[src/rtl/gpio_irq_pkg.sv]
// Shared types and default sizing for the GPIO interrupt controller.
// The FSM state enum and the default pin, id and timeout parameters live here.
package gpio_irq_pkg;

  localparam int NUM_PINS_DEF = 24;
  localparam int ID_W_DEF     = 5;
  localparam int DROP_TMO_DEF = 15;

  typedef enum logic [1:0] {
    IDLE      = 2'd0,
    REQ       = 2'd1,
    CLEAR     = 2'd2,
    WAIT_DROP = 2'd3
  } irq_state_e;

endpackage : gpio_irq_pkg

[src/rtl/gpio_irq_prio_enc.sv]
// Combinational fixed-priority encoder: the lowest set request index wins.
module gpio_irq_prio_enc #(
  parameter int N  = 24,
  parameter int IW = 5
) (
  input  logic [N-1:0]  req,
  output logic          valid,
  output logic [IW-1:0] idx
);

  // Scan from the top down so the lowest set index is the last one written.
  always_comb begin
    valid = 1'b0;
    idx   = '0;
    for (int i = N - 1; i >= 0; i--) begin
      idx   = req[i] ? IW'(i) : idx;
      valid = valid | req[i];
    end
  end

endmodule : gpio_irq_prio_enc

[src/rtl/gpio_irq_ctrl.sv]
// GPIO interrupt consumer: samples the per-pin lines, arbitrates one pending pin,
// hands it to the CPU with an IRQ/ACK handshake, pulses its clear and watches it drop.
module gpio_irq_ctrl
  import gpio_irq_pkg::*;
#(
  parameter int NUM_PINS = NUM_PINS_DEF,
  parameter int ID_W     = ID_W_DEF,
  parameter int DROP_TMO = DROP_TMO_DEF
) (
  input  logic                clk,
  input  logic                rst_n,
  input  logic [NUM_PINS-1:0] intr,
  input  logic [NUM_PINS-1:0] irq_mask,
  output logic [NUM_PINS-1:0] irqres,
  output logic                cpu_irq,
  output logic [ID_W-1:0]     cpu_irq_id,
  input  logic                cpu_ack,
  output logic [NUM_PINS-1:0] stuck,
  input  logic                stuck_clr
);

  localparam int CNT_W = $clog2(DROP_TMO + 1);
  localparam logic [NUM_PINS-1:0] ONE_PIN = NUM_PINS'(1);

  irq_state_e          state_r;
  irq_state_e          state_s;
  logic [NUM_PINS-1:0] intr_q_r;
  logic [NUM_PINS-1:0] stuck_r;
  logic [NUM_PINS-1:0] pend_s;
  logic [NUM_PINS-1:0] id_onehot_s;
  logic [NUM_PINS-1:0] stuck_set_s;
  logic [ID_W-1:0]     id_q_r;
  logic [ID_W-1:0]     win_idx_s;
  logic                win_valid_s;
  logic [CNT_W-1:0]    cnt_r;
  logic                cur_pend_s;
  logic                cur_line_s;
  logic                tmo_hit_s;

  assign pend_s      = intr_q_r & irq_mask & ~stuck_r;
  assign id_onehot_s = ONE_PIN << id_q_r;
  assign cur_pend_s  = |(pend_s & id_onehot_s);
  assign cur_line_s  = |(intr_q_r & id_onehot_s);
  // The counter exits on reaching DROP_TMO, so the hit is one below it before the increment.
  assign tmo_hit_s   = (cnt_r == CNT_W'(DROP_TMO - 1));
  assign stuck_set_s = ((state_r == WAIT_DROP) && cur_line_s && tmo_hit_s) ? id_onehot_s
                                                                           : '0;

  assign cpu_irq_id  = id_q_r;
  assign stuck       = stuck_r;

  gpio_irq_prio_enc #(
    .N  (NUM_PINS),
    .IW (ID_W)
  ) u_prio_enc (
    .req   (pend_s),
    .valid (win_valid_s),
    .idx   (win_idx_s)
  );

  // Input sync stage for the interrupt lines.
  always_ff @(posedge clk or negedge rst_n) begin
    if (!rst_n) begin
      intr_q_r <= '0;
    end else begin
      intr_q_r <= intr;
    end
  end

  // FSM state register.
  always_ff @(posedge clk or negedge rst_n) begin
    if (!rst_n) begin
      state_r <= IDLE;
    end else begin
      state_r <= state_s;
    end
  end

  // FSM next-state logic; a same-cycle ACK beats a withdraw in REQ.
  always_comb begin
    state_s = state_r;
    case (state_r)
      IDLE: begin
        if (win_valid_s) state_s = REQ;
        else             state_s = IDLE;
      end
      REQ: begin
        if (cpu_ack)          state_s = CLEAR;
        else if (!cur_pend_s) state_s = IDLE;
        else                  state_s = REQ;
      end
      CLEAR: state_s = WAIT_DROP;
      WAIT_DROP: begin
        if (!cur_line_s)    state_s = IDLE;
        else if (tmo_hit_s) state_s = IDLE;
        else                state_s = WAIT_DROP;
      end
      default: state_s = IDLE;
    endcase
  end

  // FSM outputs decoded from the current state.
  always_comb begin
    cpu_irq = 1'b0;
    irqres  = '0;
    case (state_r)
      REQ:   cpu_irq = 1'b1;
      CLEAR: irqres  = id_onehot_s;
      default: begin
        cpu_irq = 1'b0;
        irqres  = '0;
      end
    endcase
  end

  // Winner capture; id_q holds between services so CPU_IRQ_ID stays at the last pin.
  always_ff @(posedge clk or negedge rst_n) begin
    if (!rst_n) begin
      id_q_r <= '0;
    end else if ((state_r == IDLE) && win_valid_s) begin
      id_q_r <= win_idx_s;
    end else begin
      id_q_r <= id_q_r;
    end
  end

  // Drop timeout counter, restarted on every clear pulse.
  always_ff @(posedge clk or negedge rst_n) begin
    if (!rst_n) begin
      cnt_r <= '0;
    end else if (state_r == CLEAR) begin
      cnt_r <= '0;
    end else if ((state_r == WAIT_DROP) && cur_line_s) begin
      cnt_r <= cnt_r + CNT_W'(1);
    end else begin
      cnt_r <= cnt_r;
    end
  end

  // Sticky stuck flags; a clear request wins over a same-cycle set.
  always_ff @(posedge clk or negedge rst_n) begin
    if (!rst_n) begin
      stuck_r <= '0;
    end else if (stuck_clr) begin
      stuck_r <= '0;
    end else begin
      stuck_r <= stuck_r | stuck_set_s;
    end
  end

endmodule : gpio_irq_ctrl

[config.mk]
export PLATFORM = sky130hd
export DESIGN_NAME = gpio_irq_ctrl
export DESIGN_NICKNAME = d
export VERILOG_FILES = /design/src/rtl/gpio_irq_pkg.sv /design/src/rtl/gpio_irq_prio_enc.sv /design/src/rtl/gpio_irq_ctrl.sv
export SDC_FILE = /design/constraint.sdc
export NUM_CORES = 1
export LEC_CHECK = 0
export CORE_ASPECT_RATIO = 0.9
export CORE_UTILIZATION = 47
export CTS_CLUSTER_SIZE = 25
export DETAILED_ROUTE_END_ITERATION = 7
export GPL_TIMING_DRIVEN = 0
export PLACE_DENSITY = 0.8
export SYNTH_ARGS = -nofsm -noshare
export SYNTH_HDL_FRONTEND = slang
export SYNTH_SLANG_ARGS = --single-unit
[constraint.sdc]
create_clock -name clk -period 2.6 [get_ports clk]
set_clock_uncertainty 0.2 [all_clocks]
set_input_delay 0.52 -clock clk [delete_from_list [all_inputs] [get_ports clk]]
set_output_delay 0.52 -clock clk [all_outputs]
set_load 0.03 [all_outputs]
Word-level counts from Yosys, hierarchy flattened
Cells that the tools add are included.

Register bits: 59. Bits in latches: 0. RAM bits: 0. Bits in read-only memories: 0. Input port bits: 52. Memories kept: 0.

Add/sub/neg operators: 1. $mul: 0. Div/mod/pow operators: 0. Magnitude comparators: 0. Eq/ne operators: 4. Shift operators: 1. Mux-type cells: 36. Bitwise operators: 29. Reductions and logical operators: 7.

Operators with widths (count): two-way mux 5 bit (24); AND 24 bit (4); two-way mux 24 bit (3); OR reduction 24 bit (2); NOT 24 bit (1); OR 24 bit (1); << shifter 1 x 5 -> 24 bit (first input constant) (1); OR 1 bit (23); two-way mux 4 bit (2); case mux 2 bit (4 select lines) (1); two-way mux 2 bit (3); adder 4 x 1 -> 4 bit (second input constant) (1); == test 2 bit (second input constant) (2); == test 4 bit (second input constant) (1); logical AND 1 bit (3); two-way mux 1 bit (3); == test 2 x 1 -> 1 bit (second input constant) (1); logical NOT 2 bit (1); nonzero test 2 bit (1).

Logic depth before layout (Yosys ltp)
Depth in word-level cells: 27. Mapped depth: 9.

Modules after synthesis
A second synthesis with hierarchy kept.

Cell total of the unflattened synthesis: 366. Area, all modules: 3424.5 sq um.

Modules (own cells, without submodules): gpio_irq_ctrl (instances 1, cells an instance 319, area an instance 3115.5 sq um, seq. area each 1476.4 sq um); gpio_irq_prio_enc (instances 1, cells an instance 47, area an instance 309.0 sq um, seq. area each 0.0 sq um).

Worst setup path after synthesis
OpenSTA, ideal clock, no wires.

Path type: register to output. Start: reg id_q_r[0] (netlist: cpu_irq_id[0]). End: out irqres[11]. Data arrival time: 1.932 ns. Data required time: 1.880 ns. Path slack: -0.052 ns. Stages on the path, launching flop included: 7. Path through: dfrtp_1 buf_2 buf_2 nor2b_1 clkbuf_1 nand2_1 nor2_1.

Cells in the longest elaborated chain, start to end: 2.

RTL lines: from (decl) (RTL line gpio_irq_ctrl.sv:32) `logic [ID_W-1:0] id_q_r;`; from (signal assigned) (RTL line gpio_irq_ctrl.sv:121) `id_q_r <= win_idx_s;`; from (signal assigned) (RTL line gpio_irq_ctrl.sv:123) `id_q_r <= id_q_r;`; << shifter 1 x 5 -> 24 bit (RTL line gpio_irq_ctrl.sv:41) `assign id_onehot_s = ONE_PIN << id_q_r;`; two-way mux 24 bit (RTL line gpio_irq_ctrl.sv:106) `case (state_r)`; to (decl) (RTL line gpio_irq_ctrl.sv:14) `output logic [NUM_PINS-1:0] irqres,`.

No other way between the ends.

Final worst setup path
Start: reg id_q_r[2] (netlist: cpu_irq_id[2]). End: reg stuck_r[11] (netlist: stuck[11]).

Cells in the longest elaborated chain, start to end: 8.

RTL lines: << shifter 1 x 5 -> 24 bit (*) (RTL line gpio_irq_ctrl.sv:41); AND 24 bit (RTL line gpio_irq_ctrl.sv:43) `assign cur_line_s = |(intr_q_r & id_onehot_s);`; OR reduction 24 bit (RTL line gpio_irq_ctrl.sv:43); logical AND 1 bit (2 in series) (RTL line gpio_irq_ctrl.sv:46) `assign stuck_set_s = ((state_r == WAIT_DROP) && cur_line_s && tmo_hit_s) ? id_onehot_s`; two-way mux 24 bit (*) (RTL line gpio_irq_ctrl.sv:46); OR 24 bit (*) (RTL line gpio_irq_ctrl.sv:147) `stuck_r <= stuck_r | stuck_set_s;`; two-way mux 24 bit (*) (RTL line gpio_irq_ctrl.sv:144) `end else if (stuck_clr) begin`; to (signal assigned) (RTL line gpio_irq_ctrl.sv:147); to (decl) (RTL line gpio_irq_ctrl.sv:28) `logic [NUM_PINS-1:0] stuck_r;`.

Mark *: on every way between the ends. The rest lies on a longest branch, timed or not. A chain may end at the register's enable or synchronous reset.

==> qor.csv <==
stage;metric;value;unit
clock_tree;cts_tree;done;
global_routing;globalRouteMet2Util;0.5182;
worst_setup_path;critical_path.startpoint_type;flip-flop;
synth;synthesis.nets;418;
place;placed_cells_incl_taps;559;
routing;drt-initial-drc-count;311;
power_and_ir_drop;pwr_density_cell;898.7;nW/um^2
global_routing;grt_start_max_net_pins;31;
sta;period_share;0.9869;
floorplanning;coreArea;6761;um^2
global_routing;grt_antenna_before_repair;0;
place;portBuffers;104;
finish;diodes_inserted;0;
sta;report.final.setup_viol;0;
synth;post-synth-top-count-cell;sky130_fd_sc_hd__nor2_1;
power_and_ir_drop;comb_power_share;0.569;
synth;synthAdderAreaFrac;0.007410;
clock_tree;cts.sinks;59;
power_and_ir_drop;power_switching_share;0.4566;
power_and_ir_drop;clock_power_share;0.169;
sta;setup_tns;0;ns
synth;synth-simple-area-share;0.2923;
clock_tree;cts.reportedPaths.clkPinSlew;0.08;ns
floorplanning;std_cell_rows;28;
worst_setup_path;regToRegEndpoint;stuck[11]$_DFF_PN0_;
synth;post_synth_inst_count;364;
routing;via_per_inst;6.182;
clock_tree;clock_latency;0.36;ns
worst_setup_path;timing.rr.start;cpu_irq_id[2]$_DFFE_PN0P_;
synth;post_synth_instance_area;3377;um^2
power_and_ir_drop;p_sw;2028;uW
synth;post_synth.cell_area_avg;9.277;um^2
worst_setup_path;worst-r2r-setup-slack;0.03;ns
sta;fmax;389.7;MHz
sta;finalMaxSlewViolations;0;
clock_tree;post_cts_hold_buffer_count;0;
routing;drt_first_pass_iters;6;
power_and_ir_drop;intPower;2414;uW
worst_setup_path;worst_ep_arrival_time;2.59;ns
clock_tree;cts_root_buf;sky130_fd_sc_hd__clkbuf_8;
global_routing;top_usage_layer;met2;
finish;post_route_cells_drive_above_1_share;0.2149;
floorplanning;die_width;91.35;um
worst_setup_path;worst-r2r-cell-count;9;
synth;number_of_flops_mapped_to_enable_cells_by_yosys;0;
finish;instances_no_fill;588;
global_routing;grt_overflow_total;0;
status;run_status;completed;
routing;wirelength;12460;um
synth;ys_dominant_reg_cell;sky130_fd_sc_hd__dfrtp_1;
routing;wl_per_cell;21.19;um
clock_tree;cts_buffer_depth;2;
worst_setup_path;required;2.62;ns
synth;yosys-top-cells-count;sky130_fd_sc_hd__nor2_1, sky130_fd_sc_hd__dfrtp_1, sky130_fd_sc_hd__nand3b_1;
sta;rsz_0062_raised_after_global_routing;true;
finish;flow.area_growth_from_synthesis;46.35;%
worst_setup_path;endpoint;stuck[11]$_DFF_PN0_;
sta;finalWorstPathRequiredPeriod;2.566;ns
synth;synth-seq-area-share;0.4372;
worst_setup_path;startpoint;cpu_irq_id[2]$_DFFE_PN0P_;
routing;vias;3635;
worst_setup_path;endpoint_kind;flip-flop;
clock_tree;cts_buffers;9;
synth;synth_top_area_share;0.4372;
floorplanning;die_h;82.42;um
synth;synth_mux_area_frac;0.03335;
synth;synth-xor-area-share;0;
sta;tightestPinTransition;0.7102;ns
synth;synth-warning-count;0;
routing;detail_route.drc_violations;0;
worst_setup_path;critical_path_peak_fanout;10;
place;placer_congestion;0.9579;
global_routing;global_route_wire_length_before_repair;18760;um
global_routing;gr-usage-all-layers;0.3398;
sta;hold_viol_final;0;
routing;drt.antenna.violating_nets;0;
synth;synth_compound_area_frac;0.1793;
worst_setup_path;path_class;flip-flop to flip-flop;
job;timing.max_cap.violations;0;
floorplanning;floorplan.initialDensity;0.4994;
synth;netlist-cell-type-count;61;
global_routing;gr-usage-met3;0.07326;
sta;slew-limit-headroom;0.5265;
clock_tree;clock_tree.htree_level_count;3;
worst_hold_path;worstHoldPathType;primary input to async pin;
power_and_ir_drop;power.leakage;0.002011;uW
floorplanning;num_io_pins;106;
synth;synth_largest_area_cell;sky130_fd_sc_hd__dfrtp_1;
finish;finalNetCount;547;
synth;largest_family_of_logic_cells_by_synthesized_area;simple AND/OR/NAND/NOR gates;
global_routing;gr-usage-met1;0.4591;
synth;synthTopCellsByArea;sky130_fd_sc_hd__dfrtp_1, sky130_fd_sc_hd__nor2_1, sky130_fd_sc_hd__nand3b_1;
power_and_ir_drop;vdd_ir_drop_max;0.6812;mV
place;detailed_place_hpwl;9027;um
power_and_ir_drop;power.sequential.fraction;0.262;
global_routing;grt_pass1_vias;3388;
synth;asyncSetResetFlopFracSynth;1.000;
synth;ys_ff_latch;59;
floorplanning;die_area;7529;um^2
==> worst min path at each step <==
stage | startpoint | to | cells after the start | slack (ns)
5_1_grt | rst_n | stuck[8]$_DFF_PN0_ | 1 | 0.06
4_1_cts | rst_n | stuck[8]$_DFF_PN0_ | 1 | 0.03
3_5_place_dp | stuck[0]$_DFF_PN0_ | stuck[0]$_DFF_PN0_ | 2 | 0.32
3_3_place_gp | stuck[18]$_DFF_PN0_ | stuck[18]$_DFF_PN0_ | 2 | 0.31
2_1_floorplan | rst_n | cnt_r[0]$_DFFE_PN0P_ | 0 | 0.02
6_report | rst_n | intr_q_r[15]$_DFF_PN0_ | 1 | 0.01
==> cells by family (layout without fill, tap and decap cells) <==
logic type               Yosys count  after routing
flip-flops                        59             59
buffers and inverters             36            170
adder cells (fa/ha/maj)            2              2
multiplexers                      11             11
AND/OR/NAND/NOR                  176            176
AO/OA/AOI/OAI                     80             80
==> routing by layer <==
layer  wire length [um]  part of all wire
met1               5314              0.43
met2               5731              0.46
met3               1156             0.093
met4                259             0.021
met5                  0                 0
==> worst max-delay path, cell delays in order (launching register included) <==
cell and delay, ns:
sky130_fd_sc_hd__dfrtp_1 0.37, sky130_fd_sc_hd__buf_4 0.16, sky130_fd_sc_hd__clkbuf_4 0.23, sky130_fd_sc_hd__mux2i_4 0.28
sky130_fd_sc_hd__nor4b_4 0.08, sky130_fd_sc_hd__nor4_4 0.37, sky130_fd_sc_hd__nand4_4 0.20, sky130_fd_sc_hd__buf_6 0.21
sky130_fd_sc_hd__a41oi_1 0.25, sky130_fd_sc_hd__nor2_1 0.08
==> timing repair <==
action / in CTS / in global routing
setup buffers: 5 / 10
pin swaps: 1 / 3
resized for setup: 120 / 33
endpoints found under the setup margin: 51 / 47
==> stage by stage <==
step	total power [uW]	cell area, um^2	setup slack [ns]	hold WS, ns	util
floorplan	2472	3377	-0.05232	0.02441	-
global placement	3146	4531	-1.061	0.3096	0.6701
detailed placement	3181	4546	-0.7145	0.3238	0.6723
CTS	4098	4803	0.0002109	0.03385	0.7104
global route	4641	4942	-0.01593	0.06260	0.7309
finish	4442	4942	0.03394	0.01312	0.7309
==> flip-flops by register name, indices dropped and copies added (netlist names) <==
signal	flops
state_r	2
cpu_irq_id	5
stuck	24
cnt_r	4
intr_q_r	24
==> final cells by class <==
| type | count | area [um^2] |
|---|---|---|
| sequential | 59 | 1483 |
| fill | 519 | 1819 |
| tap | 90 | 112.6 |
| buffer | 19 | 145.1 |
| clock inverter | 6 | 41.29 |
| inverter | 15 | 56.30 |
| clock buffer | 10 | 127.6 |
| timing repair buffer | 120 | 1142 |
| multi-input combinational | 269 | 1834 |
==> cell usage in the layout (no fill, tap or decap), types with 6 or more instances in the layout <==
master,netlist,layout
sky130_fd_sc_hd__o22ai_1,11,11
sky130_fd_sc_hd__buf_4,4,23
sky130_fd_sc_hd__nor2_1,61,57
sky130_fd_sc_hd__dfrtp_1,59,54
sky130_fd_sc_hd__nand3b_1,30,30
sky130_fd_sc_hd__buf_2,4,11
sky130_fd_sc_hd__nor3_1,10,10
sky130_fd_sc_hd__clkdlybuf4s50_1,0,78
sky130_fd_sc_hd__a21oi_1,15,15
sky130_fd_sc_hd__clkdlybuf4s15_2,0,11
sky130_fd_sc_hd__and3b_1,6,6
sky130_fd_sc_hd__nand2_1,25,21
sky130_fd_sc_hd__clkbuf_8,0,9
sky130_fd_sc_hd__nand3_1,8,6
sky130_fd_sc_hd__mux2i_1,9,7
sky130_fd_sc_hd__inv_1,15,13
sky130_fd_sc_hd__a41oi_1,18,17
==> power by group through the flow <==
stage | Clock [uW] | Combinational [uW] | Sequential (uW)
2_1_floorplan | 0 | 1280 | 1190
3_5_place_dp | 0 | 2020 | 1160
4_1_cts | 757 | 2190 | 1150
5_1_grt | 800 | 2670 | 1170
6_report | 751 | 2530 | 1160
3_3_place_gp | 0 | 1980 | 1160
Note: power is estimated with default switching activity, not from simulation.
